--- src/rtl/pc_fetch_ctrl_if.sv ---
// Fetch-side bundle: instruction-memory handshake, redirect sources and IF/ID-facing outputs.
// The master modport is the PC sequencer; the slave modport is the surrounding pipeline and memory.
interface pc_fetch_ctrl_if #(
  parameter int DW = 32
);
  logic          if_req;
  logic [DW-1:0] if_addr;
  logic          if_ack;
  logic [31:0]   if_rdata;
  logic          stall_id;
  logic          exe_br_taken;
  logic [DW-1:0] exe_br_target;
  logic          exe_jalr;
  logic [DW-1:0] exe_jalr_target;
  logic          id_jal;
  logic [DW-1:0] id_jal_target;
  logic          ifu_valid;
  logic [31:0]   ifu_instr;
  logic [DW-1:0] ifu_pc;
  logic          flush_if_id;
  logic          flush_id_ex;
  logic [15:0]   redirect_cnt;

  modport master (
    output if_req, if_addr, ifu_valid, ifu_instr, ifu_pc,
           flush_if_id, flush_id_ex, redirect_cnt,
    input  if_ack, if_rdata, stall_id, exe_br_taken, exe_br_target,
           exe_jalr, exe_jalr_target, id_jal, id_jal_target
  );

  modport slave (
    input  if_req, if_addr, ifu_valid, ifu_instr, ifu_pc,
           flush_if_id, flush_id_ex, redirect_cnt,
    output if_ack, if_rdata, stall_id, exe_br_taken, exe_br_target,
           exe_jalr, exe_jalr_target, id_jal, id_jal_target
  );
endinterface

--- src/rtl/pc_fetch_ctrl.sv ---
// Fetch PC sequencer: owns the fetch pointer, drives the imem request, arbitrates redirects,
// raises flushes and skids one instruction while ID stalls. Stale requests are drained, never retracted.
module pc_fetch_ctrl #(
  parameter int            DW       = 32,
  parameter logic [DW-1:0] RESET_PC = 32'h8000_0000
) (
  input  logic             clk,
  input  logic             rst,
  pc_fetch_ctrl_if.master  bus
);
  typedef enum logic [1:0] {BOOT, FETCH, DRAIN, HOLD} state_t;

  state_t        state_q, state_d;
  logic [DW-1:0] fptr_q, fptr_d;
  logic [DW-1:0] tgt_q, tgt_d;
  logic [DW-1:0] buf_pc_q, buf_pc_d;
  logic [31:0]   buf_instr_q, buf_instr_d;
  logic [15:0]   cnt_q, cnt_d;
  logic          if_req_q, if_req_d;
  logic          jal_ok, exe_redir, redir;
  logic [DW-1:0] tgt;

  // id_jal is only meaningful when ID actually holds the JAL this cycle.
  always_comb begin
    jal_ok    = bus.id_jal & ~bus.stall_id;
    exe_redir = bus.exe_br_taken | bus.exe_jalr;
    redir     = exe_redir | jal_ok;
    if (bus.exe_br_taken)  tgt = bus.exe_br_target;
    else if (bus.exe_jalr) tgt = bus.exe_jalr_target;
    else                   tgt = bus.id_jal_target;
  end

  assign bus.flush_id_ex  = exe_redir & ~rst;
  assign bus.flush_if_id  = redir & ~rst;
  assign bus.if_req       = if_req_q;
  assign bus.if_addr      = fptr_q;
  assign bus.redirect_cnt = cnt_q;

  always_comb begin
    state_d       = state_q;
    fptr_d        = fptr_q;
    tgt_d         = tgt_q;
    buf_pc_d      = buf_pc_q;
    buf_instr_d   = buf_instr_q;
    bus.ifu_valid = 1'b0;
    bus.ifu_instr = bus.if_rdata;
    bus.ifu_pc    = fptr_q;
    case (state_q)
      BOOT: state_d = FETCH;
      FETCH: begin
        if (bus.if_ack) begin
          if (redir) begin
            fptr_d = tgt;
          end else begin
            bus.ifu_valid = 1'b1;
            fptr_d        = fptr_q + DW'(4);
            if (bus.stall_id) begin
              buf_instr_d = bus.if_rdata;
              buf_pc_d    = fptr_q;
              state_d     = HOLD;
            end
          end
        end else if (redir) begin
          tgt_d   = tgt;
          state_d = DRAIN;
        end
      end
      DRAIN: begin
        // Later redirects come from older instructions, so the newest target wins.
        if (bus.if_ack) begin
          fptr_d  = redir ? tgt : tgt_q;
          state_d = FETCH;
        end else if (redir) begin
          tgt_d = tgt;
        end
      end
      HOLD: begin
        bus.ifu_valid = 1'b1;
        bus.ifu_instr = buf_instr_q;
        bus.ifu_pc    = buf_pc_q;
        if (redir) begin
          fptr_d  = tgt;
          state_d = FETCH;
        end else if (!bus.stall_id) begin
          state_d = FETCH;
        end
      end
      default: state_d = BOOT;
    endcase
    cnt_d    = (redir && cnt_q != 16'hFFFF) ? cnt_q + 16'd1 : cnt_q;
    if_req_d = (state_d == FETCH) || (state_d == DRAIN);
  end

  always_ff @(posedge clk or posedge rst) begin
    if (rst) begin
      state_q     <= BOOT;
      fptr_q      <= RESET_PC;
      tgt_q       <= '0;
      buf_pc_q    <= '0;
      buf_instr_q <= '0;
      cnt_q       <= '0;
      if_req_q    <= 1'b0;
    end else begin
      state_q     <= state_d;
      fptr_q      <= fptr_d;
      tgt_q       <= tgt_d;
      buf_pc_q    <= buf_pc_d;
      buf_instr_q <= buf_instr_d;
      cnt_q       <= cnt_d;
      if_req_q    <= if_req_d;
    end
  end
endmodule
--- src/flat_wrapper.sv ---
// flat-port wrapper written by rule: the top's interface ports become plain ports
module pc_fetch_ctrl_flat 
#(
  parameter int            DW       = 32,
  parameter logic [DW-1:0] RESET_PC = 32'h8000_0000
)
  (clk, rst, bus_if_req, bus_if_addr, bus_ifu_valid, bus_ifu_instr, bus_ifu_pc, bus_flush_if_id, bus_flush_id_ex, bus_redirect_cnt, bus_if_ack, bus_if_rdata, bus_stall_id, bus_exe_br_taken, bus_exe_br_target, bus_exe_jalr, bus_exe_jalr_target, bus_id_jal, bus_id_jal_target);
  pc_fetch_ctrl_if #(.DW(DW)) bus_i ();
  input  logic clk;
  input  logic rst;
  output wire logic [$bits(bus_i.if_req)-1:0] bus_if_req;
  output wire logic [$bits(bus_i.if_addr)-1:0] bus_if_addr;
  output wire logic [$bits(bus_i.ifu_valid)-1:0] bus_ifu_valid;
  output wire logic [$bits(bus_i.ifu_instr)-1:0] bus_ifu_instr;
  output wire logic [$bits(bus_i.ifu_pc)-1:0] bus_ifu_pc;
  output wire logic [$bits(bus_i.flush_if_id)-1:0] bus_flush_if_id;
  output wire logic [$bits(bus_i.flush_id_ex)-1:0] bus_flush_id_ex;
  output wire logic [$bits(bus_i.redirect_cnt)-1:0] bus_redirect_cnt;
  input wire logic [$bits(bus_i.if_ack)-1:0] bus_if_ack;
  input wire logic [$bits(bus_i.if_rdata)-1:0] bus_if_rdata;
  input wire logic [$bits(bus_i.stall_id)-1:0] bus_stall_id;
  input wire logic [$bits(bus_i.exe_br_taken)-1:0] bus_exe_br_taken;
  input wire logic [$bits(bus_i.exe_br_target)-1:0] bus_exe_br_target;
  input wire logic [$bits(bus_i.exe_jalr)-1:0] bus_exe_jalr;
  input wire logic [$bits(bus_i.exe_jalr_target)-1:0] bus_exe_jalr_target;
  input wire logic [$bits(bus_i.id_jal)-1:0] bus_id_jal;
  input wire logic [$bits(bus_i.id_jal_target)-1:0] bus_id_jal_target;
  assign bus_if_req = bus_i.if_req;
  assign bus_if_addr = bus_i.if_addr;
  assign bus_ifu_valid = bus_i.ifu_valid;
  assign bus_ifu_instr = bus_i.ifu_instr;
  assign bus_ifu_pc = bus_i.ifu_pc;
  assign bus_flush_if_id = bus_i.flush_if_id;
  assign bus_flush_id_ex = bus_i.flush_id_ex;
  assign bus_redirect_cnt = bus_i.redirect_cnt;
  assign bus_i.if_ack = bus_if_ack;
  assign bus_i.if_rdata = bus_if_rdata;
  assign bus_i.stall_id = bus_stall_id;
  assign bus_i.exe_br_taken = bus_exe_br_taken;
  assign bus_i.exe_br_target = bus_exe_br_target;
  assign bus_i.exe_jalr = bus_exe_jalr;
  assign bus_i.exe_jalr_target = bus_exe_jalr_target;
  assign bus_i.id_jal = bus_id_jal;
  assign bus_i.id_jal_target = bus_id_jal_target;
  pc_fetch_ctrl #(.DW(DW), .RESET_PC(RESET_PC)) u_core (.clk(clk), .rst(rst), .bus(bus_i));
endmodule
--- config.mk ---
export PLATFORM = sky130hd
export DESIGN_NAME = pc_fetch_ctrl_flat
export DESIGN_NICKNAME = d
export VERILOG_FILES = /design/src/rtl/pc_fetch_ctrl_if.sv /design/src/rtl/pc_fetch_ctrl.sv /design/src/flat_wrapper.sv
export SDC_FILE = /design/constraint.sdc
export NUM_CORES = 1
export LEC_CHECK = 0
export ABC_AREA = 1
export BUFFER_PORTS_ARGS = -buffer_cell sky130_fd_sc_hd__buf_2
export CELL_PAD_IN_SITES_DETAIL_PLACEMENT = 1
export CELL_PAD_IN_SITES_GLOBAL_PLACEMENT = 2
export CORE_UTILIZATION = 28
export CTS_CLUSTER_DIAMETER = 120
export DETAILED_ROUTE_END_ITERATION = 16
export GPL_ROUTABILITY_DRIVEN = 0
export PLACE_DENSITY_LB_ADDON = 0.15
export SLEW_MARGIN = 20
export SYNTH_ARGS = -nofsm -noshare
export SYNTH_HDL_FRONTEND = slang
export SYNTH_SLANG_ARGS = --single-unit
export TNS_END_PERCENT = 50
--- constraint.sdc ---
create_clock -name clk -period 4.6 [get_ports clk]
set_input_delay 0.23 -clock clk [delete_from_list [all_inputs] [get_ports clk]]
set_output_delay 0.23 -clock clk [all_outputs]
set_load 0.02 [all_outputs]
==> results.py <==
metrics = {
    "setup_path": {
        "cp-end-kind": "flop",
        "cp_top_family": "buffers and inverters",
        "cp_cell_sequence": "ha_4 > inv_2 > o21ai_2 > inv_2 > o21ai_4 > buf_4 > nor2_1 > nand2_1 > a21oi_1 > nor2_1",
        "slowest_stage": "inv_2",
        "critical_path_class": "reg2reg",
        "cpPeakStageDelay_ns": 0.54,
        "crit_buf_inv": 3,
        "critPathArrivalTime_ns": 2.99,
        "worst_setup_path_start_kind": "flop",
        "crit_required_ns": 4.95,
        "cp_max_fo": 34,
    },
    "finish": {
        "drive_gt1_frac": 0.205,
        "fin_nets": 1758,
        "fillers": 4259,
        "final_common_cell": "nand2_1",
        "final_cell_mix": "nand2_1 (511), buf_2 (250), o21ai_0 (161)",
        "syn_to_final_growth_pct": 23.4,
        "diodes": 0,
    },
    "timing": {
        "skew_ns": 0.0106,
        "timing.slew.headroom": 0.387,
        "final.min_clock_period_ns": 2.64,
        "slew_viol_final": 0,
        "hold_viol": 0,
        "worst_pin_slew_ns": 0.919,
        "grt_setup_unrepaired": "no",
        "max_freq_mhz": 379,
        "setup_viol": 0,
        "fin_crit_sh": 0.573,
        "setup_tns_ns": 0,
    },
    "yosys": {
        "syn_inst": 1410,
        "ys_warn_count": 0,
        "synth.distinct_cells": 36,
        "synth_nets": 1551,
        "ys_ff_latch": 147,
        "synth_ff_type": "dfrtp_1",
        "synth_seq_area_share": 0.397,
        "syn_avg_cell_area_sq_um": 6.58,
        "synthArstFlopShare": 1.00,
        "synth_edf_count": 0,
        "netlist_area_sq_mm": 0.00928,
    },
    "global_route": {
        "gr-total-overflow": 0,
        "grt_antenna_before_repair": 0,
        "grt_max_degree": 131,
        "grt.total_usage": 0.198,
        "grt_pass1_vias": 9425,
        "grt_pass1_wl_mm": 52.1,
    },
    "power_and_ir_drop": {
        "power_frac_comb": 0.505,
        "power_mw": 7.88,
        "p_sw_frac": 0.490,
        "ir_drop_uv": 306,
        "seqPwrFrac": 0.309,
        "p_leak_nw": 5.88,
        "p_sw_mw": 3.86,
        "p_int_mw": 4.02,
        "power.clock.fraction": 0.186,
        "powerDensity_mw_per_mm2": 689,
    },
    "placement": {
        "dp_hpwl_mm": 23.7,
        "io_buffers": 250,
    },
    "clock_network": {
        "hold_buffers": 0,
        "ctsLongestPathBuffers": 2,
        "cts_buffers": 17,
        "cts-resized-gates": 0,
        "cts_tree": "yes",
        "cts.clk_slew.worst_paths_ns": 0.07,
        "cts_root_buffer": "clkbuf_16",
        "insertion_delay_ns": 0.43,
        "clock-sinks": 147,
        "post_cts_buffers": 0,
        "htreeDepth": 4,
    },
    "min_path": {
        "hold_class": "in2async",
    },
    "detailed_routing": {
        "drtAntennaViolNets": 0,
        "dr.pass1.iters": 5,
        "viasPerCell": 4.58,
        "wire_per_inst_um": 15.7,
        "route.detailed.drc": 0,
        "drt_iter0_drc": 514,
        "num_vias": 9500,
        "wirelength_mm": 32.5,
    },
    "die": {
        "die_area_sq_mm": 0.0339,
        "core_area_sq_mm": 0.0325,
        "start_util": 0.285,
        "rows": 66,
        "io_pins": 251,
        "die_y_um": 184,
        "die_w_um": 184,
    },
    "flow_run": {
        "drv_cap": 0,
    },
    "outcome": {
        "status": "finished clean",
    },
}
## layer usage
metal  up-vias  routed length, um  global-route usage
met5         -                  0                   0
met4         0                308              0.0433
met3        19               1590              0.0347
met2       234              13800               0.300
met1      4400              16800               0.292
li1       4847                  -                   -
## synthesized netlist by cell type (11+ instances only)
cell	count	area [sq um]
or2_2	22	138
o21ai_1	29	145
o21ai_0	161	806
xor2_1	17	149
dfrtp_1	146	3650
buf_4	11	82.6
nand2_1	511	1920
a31oi_1	28	175
buf_2	17	85.1
nor2_1	156	586
a21oi_1	25	125
clkbuf_1	41	154
inv_1	121	454
nand3_1	67	335
## power groups by stage
stage               clock, mW  sequential [mW]  combinational [mW]
CTS                      1.51             2.45                4.03
finish                   1.47             2.44                3.98
floorplan                   0             2.49                2.54
global route             1.56             2.53                4.50
detailed placement          0             2.47                4.01
global placement            0             2.45                3.97
## registers in the layout (all words and copies together), names as in the netlist
name	count
u_core.bus.redirect_cnt	16
u_core.buf_instr_q	32
u_core.buf_pc_q	32
u_core.state_q	2
u_core.bus.if_req	1
u_core.tgt_q	32
u_core.bus.if_addr	32
## through the flow
| stage | setup WS [ns] | hold WS, ns | std cells | util | area (sq um) |
|---|---|---|---|---|---|
| 2_1_floorplan | 0.420 | 0.378 | 1410 | - | 9280 |
| 3_3_place_gp | 1.95 | 0.466 | 2040 | 0.333 | 10800 |
| 3_5_place_dp | 1.88 | 0.473 | 2040 | 0.333 | 10800 |
| 4_1_cts | 1.73 | 0.0395 | 2072 | 0.352 | 11400 |
| 5_1_grt | 1.78 | 0.0521 | 2072 | 0.352 | 11400 |
| 6_report | 1.96 | 0.0224 | 2072 | 0.352 | 11400 |
## cells by family after synthesis
family          share of synthesized area
buf+inv                            0.0889
fa+ha+maj                         0.00809
simple gates                        0.336
xor+xnor                           0.0227
flops                               0.397
compound gates                      0.148
## worst register-to-register path, stage by stage, from the launching register on
cell     delay [ns]
dfrtp_1        0.44
ha_4           0.21
inv_2          0.54
o21ai_2        0.18
inv_2          0.10
o21ai_4        0.20
buf_4          0.36
nor2_1         0.15
nand2_1        0.08
a21oi_1        0.24
nor2_1         0.07
## final cells by class
type / instances / area (sq um) / share of cell area
timing repair buffer: 260 / 1330 / 0.116
inverter: 127 / 483 / 0.0422
sequential: 147 / 3680 / 0.321
multi-input combinational: 1064 / 4800 / 0.419
clock buffer: 19 / 443 / 0.0387
clock inverter: 13 / 158 / 0.0138
tap: 442 / 553 / 0.0483
## final timing paths
kind | start | end | slack [ns] | depth (start not counted)
max | u_core.state_q[0] | u_core.bus.if_addr[31] | 1.96 | 10
min | rst | u_core.bus.if_addr[1] | 0.02 | 2
max reg2reg | u_core.state_q[0] | u_core.bus.if_addr[31] | 1.96 | 10
min reg2reg | u_core.buf_pc_q[20] | u_core.buf_pc_q[20] | 0.48 | 2
max in group asynchronous | rst | u_core.bus.if_addr[31] | 3.49 | 3
min in group clk | bus_if_rdata[30] | u_core.buf_instr_q[30] | 0.06 | 3
Power figures use the tool's default switching activity.
